===== config.mk =====
export PLATFORM = sky130hd
export DESIGN_NAME = instr_fetch_flat
export DESIGN_NICKNAME = d
export VERILOG_FILES = /design/src/rtl/rv32i_pkg.sv /design/src/rtl/instr_fetch_if.sv /design/src/rtl/opcode_decode.sv /design/src/rtl/instr_fetch.sv /design/src/flat_wrapper.sv
export SDC_FILE = /design/constraint.sdc
export NUM_CORES = 1
export LEC_CHECK = 0
export CAP_MARGIN = 10
export CORE_UTILIZATION = 30
export CTS_CLUSTER_DIAMETER = 150
export DETAILED_ROUTE_END_ITERATION = 8
export PLACE_DENSITY_LB_ADDON = 0.12
export SYNTH_ARGS = -nofsm -noshare
export SYNTH_HDL_FRONTEND = slang
export SYNTH_SLANG_ARGS = --single-unit
export TNS_END_PERCENT = 30

===== constraint.sdc =====
create_clock -name clk -period 3.1 [get_ports clk]
set_input_delay 0.62 -clock clk [delete_from_list [all_inputs] [get_ports clk]]
set_output_delay 0.62 -clock clk [all_outputs]
set_load 0.01 [all_outputs]

===== src/rtl/rv32i_pkg.sv =====
// Shared RV32I definitions: opcode classes, fetch FSM states, canonical NOP.
package rv32i_pkg;

   localparam logic [6:0] OP_RTYPE  = 7'b0110011;
   localparam logic [6:0] OP_ITYPE  = 7'b0010011;
   localparam logic [6:0] OP_LOAD   = 7'b0000011;
   localparam logic [6:0] OP_STORE  = 7'b0100011;
   localparam logic [6:0] OP_BRANCH = 7'b1100011;
   localparam logic [6:0] OP_JAL    = 7'b1101111;
   localparam logic [6:0] OP_JALR   = 7'b1100111;
   localparam logic [6:0] OP_LUI    = 7'b0110111;
   localparam logic [6:0] OP_AUIPC  = 7'b0010111;

   localparam logic [31:0] NOP_INSTR = 32'h0000_0013;

   typedef enum logic [1:0] {
      BOOT  = 2'd0,
      FETCH = 2'd1,
      WAIT  = 2'd2,
      HOLD  = 2'd3
   } fetch_state_t;

endpackage


===== src/rtl/instr_fetch_if.sv =====
// Instruction-memory request/response bus between fetch (master) and imem (slave).
interface instr_fetch_if;
   logic        imem_req;
   logic [31:0] imem_addr;
   logic        imem_rvalid;
   logic [31:0] imem_rdata;

   modport master (output imem_req, output imem_addr, input imem_rvalid, input imem_rdata);
   modport slave  (input imem_req, input imem_addr, output imem_rvalid, output imem_rdata);
endinterface


===== src/rtl/opcode_decode.sv =====
// Combinational opcode classifier feeding control_decoder; all outputs forced low when not valid.
module opcode_decode
   import rv32i_pkg::*;
(
   input  logic [31:0] instr,
   input  logic        valid,
   output logic        r_type,
   output logic        i_type,
   output logic        load,
   output logic        store,
   output logic        branch,
   output logic        jal,
   output logic        jalr,
   output logic        lui,
   output logic        auipc,
   output logic        illegal,
   output logic [2:0]  fun3,
   output logic        fun7
);

   // Only opcode, funct3 and bit 30 matter for classification.
   logic unused_fields;
   assign unused_fields = ^{instr[31], instr[29:15], instr[11:7]};

   // One-hot class strobes plus the shift/sub qualifier bit.
   always_comb begin
      r_type  = 1'b0;
      i_type  = 1'b0;
      load    = 1'b0;
      store   = 1'b0;
      branch  = 1'b0;
      jal     = 1'b0;
      jalr    = 1'b0;
      lui     = 1'b0;
      auipc   = 1'b0;
      illegal = 1'b0;
      fun3    = 3'b000;
      fun7    = 1'b0;
      if (valid) begin
         fun3 = instr[14:12];
         case (instr[6:0])
            OP_RTYPE:  r_type  = 1'b1;
            OP_ITYPE:  i_type  = 1'b1;
            OP_LOAD:   load    = 1'b1;
            OP_STORE:  store   = 1'b1;
            OP_BRANCH: branch  = 1'b1;
            OP_JAL:    jal     = 1'b1;
            OP_JALR:   jalr    = 1'b1;
            OP_LUI:    lui     = 1'b1;
            OP_AUIPC:  auipc   = 1'b1;
            default:   illegal = 1'b1;
         endcase
         // bit 30 only distinguishes sub/sra in R-type and srai in I-type
         fun7 = instr[30] & ((instr[6:0] == OP_RTYPE) ||
                             ((instr[6:0] == OP_ITYPE) && (instr[14:12] == 3'b101)));
      end
   end

endmodule


===== src/rtl/instr_fetch.sv =====
// Fetch stage: PC, single-outstanding imem request, instruction buffer, redirect handling.
//
// state | meaning
// BOOT  | after reset; load RESET_PC, clear kill
// FETCH | request pulse to imem at fetch_pc
// WAIT  | waiting for imem_rvalid; kill drops a response made stale by a redirect
// HOLD  | instruction buffered and presented until consumed or redirected
module instr_fetch
   import rv32i_pkg::*;
#(
   parameter logic [31:0] RESET_PC = 32'h0000_0000
)(
   input  logic              clk,
   input  logic              rst,
   instr_fetch_if.master     bus,
   input  logic              redirect,
   input  logic [31:0]       redirect_pc,
   input  logic              stall,
   output logic              instr_valid,
   output logic [31:0]       instr,
   output logic [31:0]       pc,
   output logic [31:0]       pc_plus4,
   output logic              r_type,
   output logic              i_type,
   output logic              load,
   output logic              store,
   output logic              branch,
   output logic              jal,
   output logic              jalr,
   output logic              lui,
   output logic              auipc,
   output logic              illegal,
   output logic [2:0]        fun3,
   output logic              fun7
);

   fetch_state_t state_q, state_d;
   logic [31:0]  fetch_pc_q, fetch_pc_d;
   logic         kill_q, kill_d;
   logic [31:0]  instr_q, instr_d;
   logic [31:0]  pc_q, pc_d;
   logic [31:0]  target;

   assign target = {redirect_pc[31:2], 2'b00};

   // Next-state and register-update decisions.
   always_comb begin
      state_d    = state_q;
      fetch_pc_d = fetch_pc_q;
      kill_d     = kill_q;
      instr_d    = instr_q;
      pc_d       = pc_q;
      unique case (state_q)
         BOOT: begin
            fetch_pc_d = RESET_PC;
            kill_d     = 1'b0;
            state_d    = FETCH;
         end
         FETCH: begin
            state_d = WAIT;
            if (redirect) begin
               fetch_pc_d = target;
               kill_d     = 1'b1;
            end
         end
         WAIT: begin
            if (bus.imem_rvalid) begin
               kill_d = 1'b0;
               if (redirect) begin
                  fetch_pc_d = target;
                  state_d    = FETCH;
               end else if (kill_q) begin
                  state_d = FETCH;
               end else begin
                  instr_d = bus.imem_rdata;
                  pc_d    = fetch_pc_q;
                  state_d = HOLD;
               end
            end else if (redirect) begin
               fetch_pc_d = target;
               kill_d     = 1'b1;
            end
         end
         HOLD: begin
            if (redirect) begin
               fetch_pc_d = target;
               state_d    = FETCH;
            end else if (!stall) begin
               fetch_pc_d = pc_q + 32'd4;
               state_d    = FETCH;
            end
         end
         default: state_d = BOOT;
      endcase
   end

   // State, PC and instruction buffer registers.
   always_ff @(posedge clk) begin
      if (rst) begin
         state_q    <= BOOT;
         fetch_pc_q <= RESET_PC;
         kill_q     <= 1'b0;
         instr_q    <= NOP_INSTR;
         pc_q       <= RESET_PC;
      end else begin
         state_q    <= state_d;
         fetch_pc_q <= fetch_pc_d;
         kill_q     <= kill_d;
         instr_q    <= instr_d;
         pc_q       <= pc_d;
      end
   end

   assign bus.imem_req  = (state_q == FETCH);
   assign bus.imem_addr = fetch_pc_q;
   assign instr_valid   = (state_q == HOLD);
   assign instr         = instr_q;
   assign pc            = pc_q;
   assign pc_plus4      = pc_q + 32'd4;

   opcode_decode u_decode (
      .instr   (instr_q),
      .valid   (instr_valid),
      .r_type  (r_type),
      .i_type  (i_type),
      .load    (load),
      .store   (store),
      .branch  (branch),
      .jal     (jal),
      .jalr    (jalr),
      .lui     (lui),
      .auipc   (auipc),
      .illegal (illegal),
      .fun3    (fun3),
      .fun7    (fun7)
   );

endmodule

===== src/flat_wrapper.sv =====
// flat-port wrapper written by rule: the top's interface ports become plain ports
module instr_fetch_flat import rv32i_pkg::*;
#(
   parameter logic [31:0] RESET_PC = 32'h0000_0000
)
  (clk, rst, redirect, redirect_pc, stall, instr_valid, instr, pc, pc_plus4, r_type, i_type, load, store, branch, jal, jalr, lui, auipc, illegal, fun3, fun7, bus_imem_req, bus_imem_addr, bus_imem_rvalid, bus_imem_rdata);
  instr_fetch_if bus_i ();
  input  logic clk;
  input  logic rst;
  input  logic redirect;
  input  logic [31:0] redirect_pc;
  input  logic stall;
  output logic instr_valid;
  output logic [31:0] instr;
  output logic [31:0] pc;
  output logic [31:0] pc_plus4;
  output logic r_type;
  output logic i_type;
  output logic load;
  output logic store;
  output logic branch;
  output logic jal;
  output logic jalr;
  output logic lui;
  output logic auipc;
  output logic illegal;
  output logic [2:0] fun3;
  output logic fun7;
  output wire logic [$bits(bus_i.imem_req)-1:0] bus_imem_req;
  output wire logic [$bits(bus_i.imem_addr)-1:0] bus_imem_addr;
  input wire logic [$bits(bus_i.imem_rvalid)-1:0] bus_imem_rvalid;
  input wire logic [$bits(bus_i.imem_rdata)-1:0] bus_imem_rdata;
  assign bus_imem_req = bus_i.imem_req;
  assign bus_imem_addr = bus_i.imem_addr;
  assign bus_i.imem_rvalid = bus_imem_rvalid;
  assign bus_i.imem_rdata = bus_imem_rdata;
  instr_fetch #(.RESET_PC(RESET_PC)) u_core (.clk(clk), .rst(rst), .bus(bus_i), .redirect(redirect), .redirect_pc(redirect_pc), .stall(stall), .instr_valid(instr_valid), .instr(instr), .pc(pc), .pc_plus4(pc_plus4), .r_type(r_type), .i_type(i_type), .load(load), .store(store), .branch(branch), .jal(jal), .jalr(jalr), .lui(lui), .auipc(auipc), .illegal(illegal), .fun3(fun3), .fun7(fun7));
endmodule

Yosys cells after proc, flatten, opt, wreduce, memory -nomap -nowiden
Cells that the tools add are included.
{"block": "op_classes", "bitwise_logic": 3, "n_eq_ne": 16, "add_sub_neg": 1, "muxes": 35, "reduce_logical": 9}
{"cell": "two-way mux 32 bit", "n": 3}
{"cell": "case mux 32 bit (3 select lines)", "n": 1}
{"cell": "adder 32 x 3 -> 32 bit (second input constant)", "n": 1}
{"cell": "two-way mux 1 bit", "n": 23}
{"cell": "equality test 7 x 6 -> 1 bit (second input constant)", "n": 3}
{"cell": "equality test 7 bit (second input constant)", "n": 3}
{"cell": "equality test 7 x 5 -> 1 bit (second input constant)", "n": 2}
{"cell": "two-way mux 2 bit", "n": 5}
{"cell": "OR reduction 9 bit", "n": 1}
{"cell": "case mux 2 bit (4 select lines)", "n": 1}
{"cell": "equality test 7 x 2 -> 1 bit (second input constant)", "n": 1}
{"cell": "equality test 2 bit (second input constant)", "n": 2}
{"cell": "AND reduction 2 bit", "n": 2}
{"cell": "AND reduction 4 bit", "n": 1}
{"cell": "equality test 3 bit (second input constant)", "n": 1}
{"cell": "two-way mux 3 bit", "n": 1}
{"cell": "inequality test 3 bit (second input constant)", "n": 1}
{"cell": "case mux 1 bit (3 select lines)", "n": 1}
{"cell": "nonzero test 3 bit", "n": 1}
{"cell": "equality test 2 x 1 -> 1 bit (second input constant)", "n": 1}
{"cell": "zero test 2 bit", "n": 1}
{"cell": "inequality test 2 x 1 -> 1 bit (second input constant)", "n": 1}
{"cell": "inequality test 2 bit (second input constant)", "n": 1}
{"cell": "inverter 1 bit", "n": 2}
{"cell": "4 further kinds", "n": 4}
{"block": "totals", "wordCells": 69, "output_inout_bits": 144, "inputBits": 69, "ff_bits": 99}

Depth between registers and ports, before layout
{"block": "logic_depth", "word_depth": 5, "ltp_mapped": 10, "mapped_depth_nobuf": 7}

Modules after synthesis
Synthesis repeated with hierarchy kept, for this count alone.
{"block": "unflattened", "hier_cells": 614, "hier_area_um2": 4854.7}
{"module": "instr_fetch", "area_each_um2": 4659.5, "n_inst": 1, "cells_per_inst": 583}
{"module": "opcode_decode", "area_each_um2": 195.2, "n_inst": 1, "cells_per_inst": 31}

Worst setup path after synthesis
Ideal clock, no wire load.
{"block": "synth_timing", "path_type": "reg2out", "from": "register u_core.pc_q[2], in the netlist u_core.pc[2]", "to": "output port pc_plus4[26]", "t_arrival_ns": 2.066, "path_stages_with_launch": 7, "setup_slack_ns": 0.414, "required_ns": 2.480, "path_buffers": 1, "path_cell_list": "dfxtp_1 -> ha_1 -> nand3_1 -> or4_1 -> buf_2 -> nor4_1 -> xor2_1"}
{"block": "synth_between", "elab_chain_cells": 1}
{"item": "start, declared", "line_no": "instr_fetch.sv:41", "source": "logic [31:0] pc_q, pc_d;"}
{"item": "start signal, assigned", "line_no": "instr_fetch.sv:110", "source": "pc_q <= pc_d;"}
{"item": "adder 32 x 3 -> 32 bit", "line_no": "instr_fetch.sv:119", "source": "assign pc_plus4 = pc_q + 32'd4;"}
{"item": "end, declared", "line_no": "flat_wrapper.sv:16", "source": "output logic [31:0] pc_plus4;"}
Every way passes these cells.

Worst setup path after layout
{"block": "layout_timing", "from": "register u_core.pc_q[3], in the netlist u_core.pc[3]", "to": "output port pc_plus4[18]"}
Same word-level chain as after synthesis.

==> flow_summary.yaml <==
run_status:
  status: "finished clean"
power_and_ir_drop:
  p_seq_share_pct: 45.4
  p_comb_share_pct: 12.4
  p_leak_uw: 0.00292
  ir_drop_v: 0.000283
  clkPwrFrac_pct: 42.2
  p_per_area_nw_per_um2: 380
  p_total_uw: 2910
  switching_share_pct: 24.2
  p_int_uw: 2200
  p_switching_uw: 703
critical_path:
  critPathKind: "reg2out"
  cp.required_ns: 2.48
  reg2reg_to: "u_core.bus.imem_addr[12]$_SDFFE_PP0P_"
  critPathMaxStageDelay_ns: 0.48
  worstPathArrival_ns: 2.40
  rrSetupSlack_ns: 0.57
  cpLargestDelayFamily: "simple AND/OR/NAND/NOR gates"
  cp-start-kind: "register"
  crit_chain: "ha_2, nand3_2, or4_4, buf_6, o21a_1, or2_2, dlygate4sd2_1"
  cpMaxStageDelayCell: "or4_4"
  worst_setup_path_end_kind: "primary output"
  rr_worst_depth: 7
  timing.rr.start: "u_core.state_q[1]$_SDFFE_PP0P_"
  path_max_fanout: 6
  crit_buf_inv: 2
drt:
  via_per_inst: 4.94
  vias: 5190
  ant_nets: 0
  wl_per_cell_um: 16.2
  drt_iter0_drc: 236
  dr.pass1.iters: 4
  wl_um: 17100
  drc: 0
clock_tree:
  clkSinkCount: 99
  cts_made_buffers: 9
  cts_htree_levels: 3
  cts_tree: "built"
  root_buffer: "clkbuf_16"
  path_clk_slew_ns: 0.07
  clk_latency_ns: 0.35
  cts_hold_buf: 0
  cts_buffer_depth: 2
placed_design:
  portBuffers: 210
  hpwl_um: 12500
  pre_cts_ws_ns: 0.00873
  routabilityCongestion: 0.797
floorplan:
  fp.coreArea_um2: 15300
  placementRows: 45
  die_h_um: 127
  ioPinCount: 213
  die_x_um: 127
  initial_utilization_pct: 30.9
  die-area_um2: 16200
timing:
  setup_viol: 0
  hold_viol: 0
  rsz0062_at_grt: "yes"
  worst_slack_ns: 0.0774
  finClkSkew_ns: 0.00977
  period_share_pct: 97.5
  final_max_slew_viol_count: 0
  timing.fmax_ghz: 0.331
  final.min_clock_period_ns: 3.02
  worstMarginPinSlew_ns: 0.745
  relSlewSlack_pct: 50.3
synthesis:
  synth_ff_type: "dfxtp_1"
  synth_warnings: 0
  yosysUniqueCellTypes: 46
  syn_area_um2: 4720
  syn_avg_cell_area_um2: 7.72
  yosysSeqAreaShare_pct: 42.0
  ys_seq_elements: 99
  async_reset_ff_share_pct: 0
  synth_edf_count: 0
  synth_nets: 688
  syn_inst: 612
layout:
  final_cell_mix: "clkdlybuf4s50_1, nand2_1, dfxtp_1, a21oi_1, buf_4"
  final_nets: 912
  fillCellCount: 1488
  syn_to_final_growth_pct: 61.8
  antennaDiodeCount: 0
  final_common_cell: "clkdlybuf4s50_1"
  drive_above_1_share_pct: 10.6
global_routing:
  antenna_found_initial: 0
  grt_max_degree: 40
  grt_pass1_vias: 5002
  grt_usage_pct: 21.1
  grt_overflow: 0
  grt_pass1_wl_um: 26700
min_path:
  hold_depth: 2
  min_path_type: "reg2reg"
  hp-start: "u_core.instr[16]$_SDFFE_PP0P_"
  hold_path_end: "u_core.instr[16]$_SDFFE_PP0P_"
job:
  maxCapViolCount: 0
cell type report:
type                       instances  area (µm²)  share of cell area (%)
multi-input combinational        460        2610                    34.2
timing repair buffer             254        2410                    31.6
sequential                        99        1990                    26.0
tap                              211         264                    3.45
clock buffer                      11         243                    3.18
clock inverter                     4        75.1                   0.982
inverter                          12        45.0                   0.589
Yosys cell counts (all sizes together), types with 3 or more instances:
library cell | instances | share of area (%)
a211oi | 4 | 0.64
a21o | 3 | 0.48
a21oi | 89 | 9.4
a221o | 4 | 0.85
a22oi | 8 | 1.3
and2 | 4 | 0.53
and3 | 14 | 1.9
and4 | 3 | 0.56
buf | 5 | 0.74
clkbuf | 36 | 2.9
dfxtp | 99 | 42
ha | 7 | 1.9
inv | 12 | 0.95
mux2i | 3 | 0.64
nand2 | 155 | 12
nand2b | 4 | 0.53
nand3 | 15 | 1.6
nand3b | 6 | 0.95
nand4 | 6 | 1.1
nor2 | 22 | 1.7
nor2b | 8 | 1.1
nor3 | 17 | 1.8
nor4 | 7 | 0.93
o21a | 9 | 1.4
o21ai | 12 | 1.3
o22ai | 6 | 0.79
o2bb2ai | 9 | 1.7
or2 | 3 | 0.40
or3 | 3 | 0.50
xnor2 | 8 | 1.6
xor2 | 18 | 3.3
metal layers:
| layer | up-vias | part of all wire (%) | global-route usage (%) |
|---|---|---|---|
| met1 | 2443 | 42 | 24.6 |
| met3 | 16 | 9.6 | 7.54 |
| li1 | 2550 | - | - |
| met2 | 181 | 47 | 35.7 |
| met4 | 0 | 1.3 | 7.07 |
| met5 | - | 0 | 0 |
worst max path at each step:
| stage | from | to | slack (ns) | cells after the start |
|---|---|---|---|---|
| after global placement | u_core.pc[2]$_SDFFE_PP0P_ | pc_plus4[30] | 0.02 | 7 |
| after CTS | u_core.pc[2]$_SDFFE_PP0P_ | pc_plus4[30] | -0.05 | 7 |
| after floorplan | u_core.pc[2]$_SDFFE_PP0P_ | pc_plus4[26] | 0.41 | 6 |
| after global routing | u_core.pc[15]$_SDFFE_PP0P_ | pc_plus4[31] | -0.07 | 4 |
| final | u_core.pc[3]$_SDFFE_PP0P_ | pc_plus4[18] | 0.08 | 7 |
| after detailed placement | u_core.pc[2]$_SDFFE_PP0P_ | pc_plus4[30] | 0.009 | 7 |
registers in the layout, summed over array words and instances, names as in the netlist:
register	flops
u_core.state_q	2
u_core.kill_q	1
u_core.pc	32
u_core.bus.imem_addr	32
u_core.instr	32
tightest hold or removal path, cell delays in order (launching register included):
cell and delay, ns:
dfxtp_1 0.31, nand2_1 0.05, a21oi_1 0.05
power by group through the flow:
| stage | registers [µW] | logic, µW | clock network, µW |
|---|---|---|---|
| after detailed placement | 1350 | 364 | 0 |
| final | 1320 | 360 | 1230 |
| after global routing | 1320 | 393 | 1310 |
| after CTS | 1320 | 365 | 1250 |
| after global placement | 1350 | 360 | 0 |
| after floorplan | 1350 | 147 | 0 |
cells by family after synthesis:
logic type,Yosys count,synth area share (%)
flip-flops,99,42.0
AO/OA/AOI/OAI,152,19.2
buffers and inverters,53,4.56
XOR/XNOR,26,4.98
adder cells (fa/ha/maj),7,1.85
AND/OR/NAND/NOR,271,26.5
multiplexers,4,0.874
through the flow:
stage                     util (%)  hold slack (ns)  cell area (µm²)  TNS [ns]  std cells
after floorplan                  -            0.481             4720         0        612
after global placement        47.5            0.441             7250         0       1034
after detailed placement      47.5            0.449             7250         0       1034
after CTS                     49.8            0.458             7600   -0.0755       1050
after global routing          50.1            0.480             7640   -0.0747       1051
final                         50.1            0.455             7640         0       1051
timing repair:
action / 4_1_cts / 5_1_grt
cloned: 0 / 0
setup endpoints to repair: 16 / 11
pin swaps: 2 / 3
gates resized for setup: 26 / 21
setup buffers: 1 / 1
Note: power is estimated with default switching activity, not from simulation.
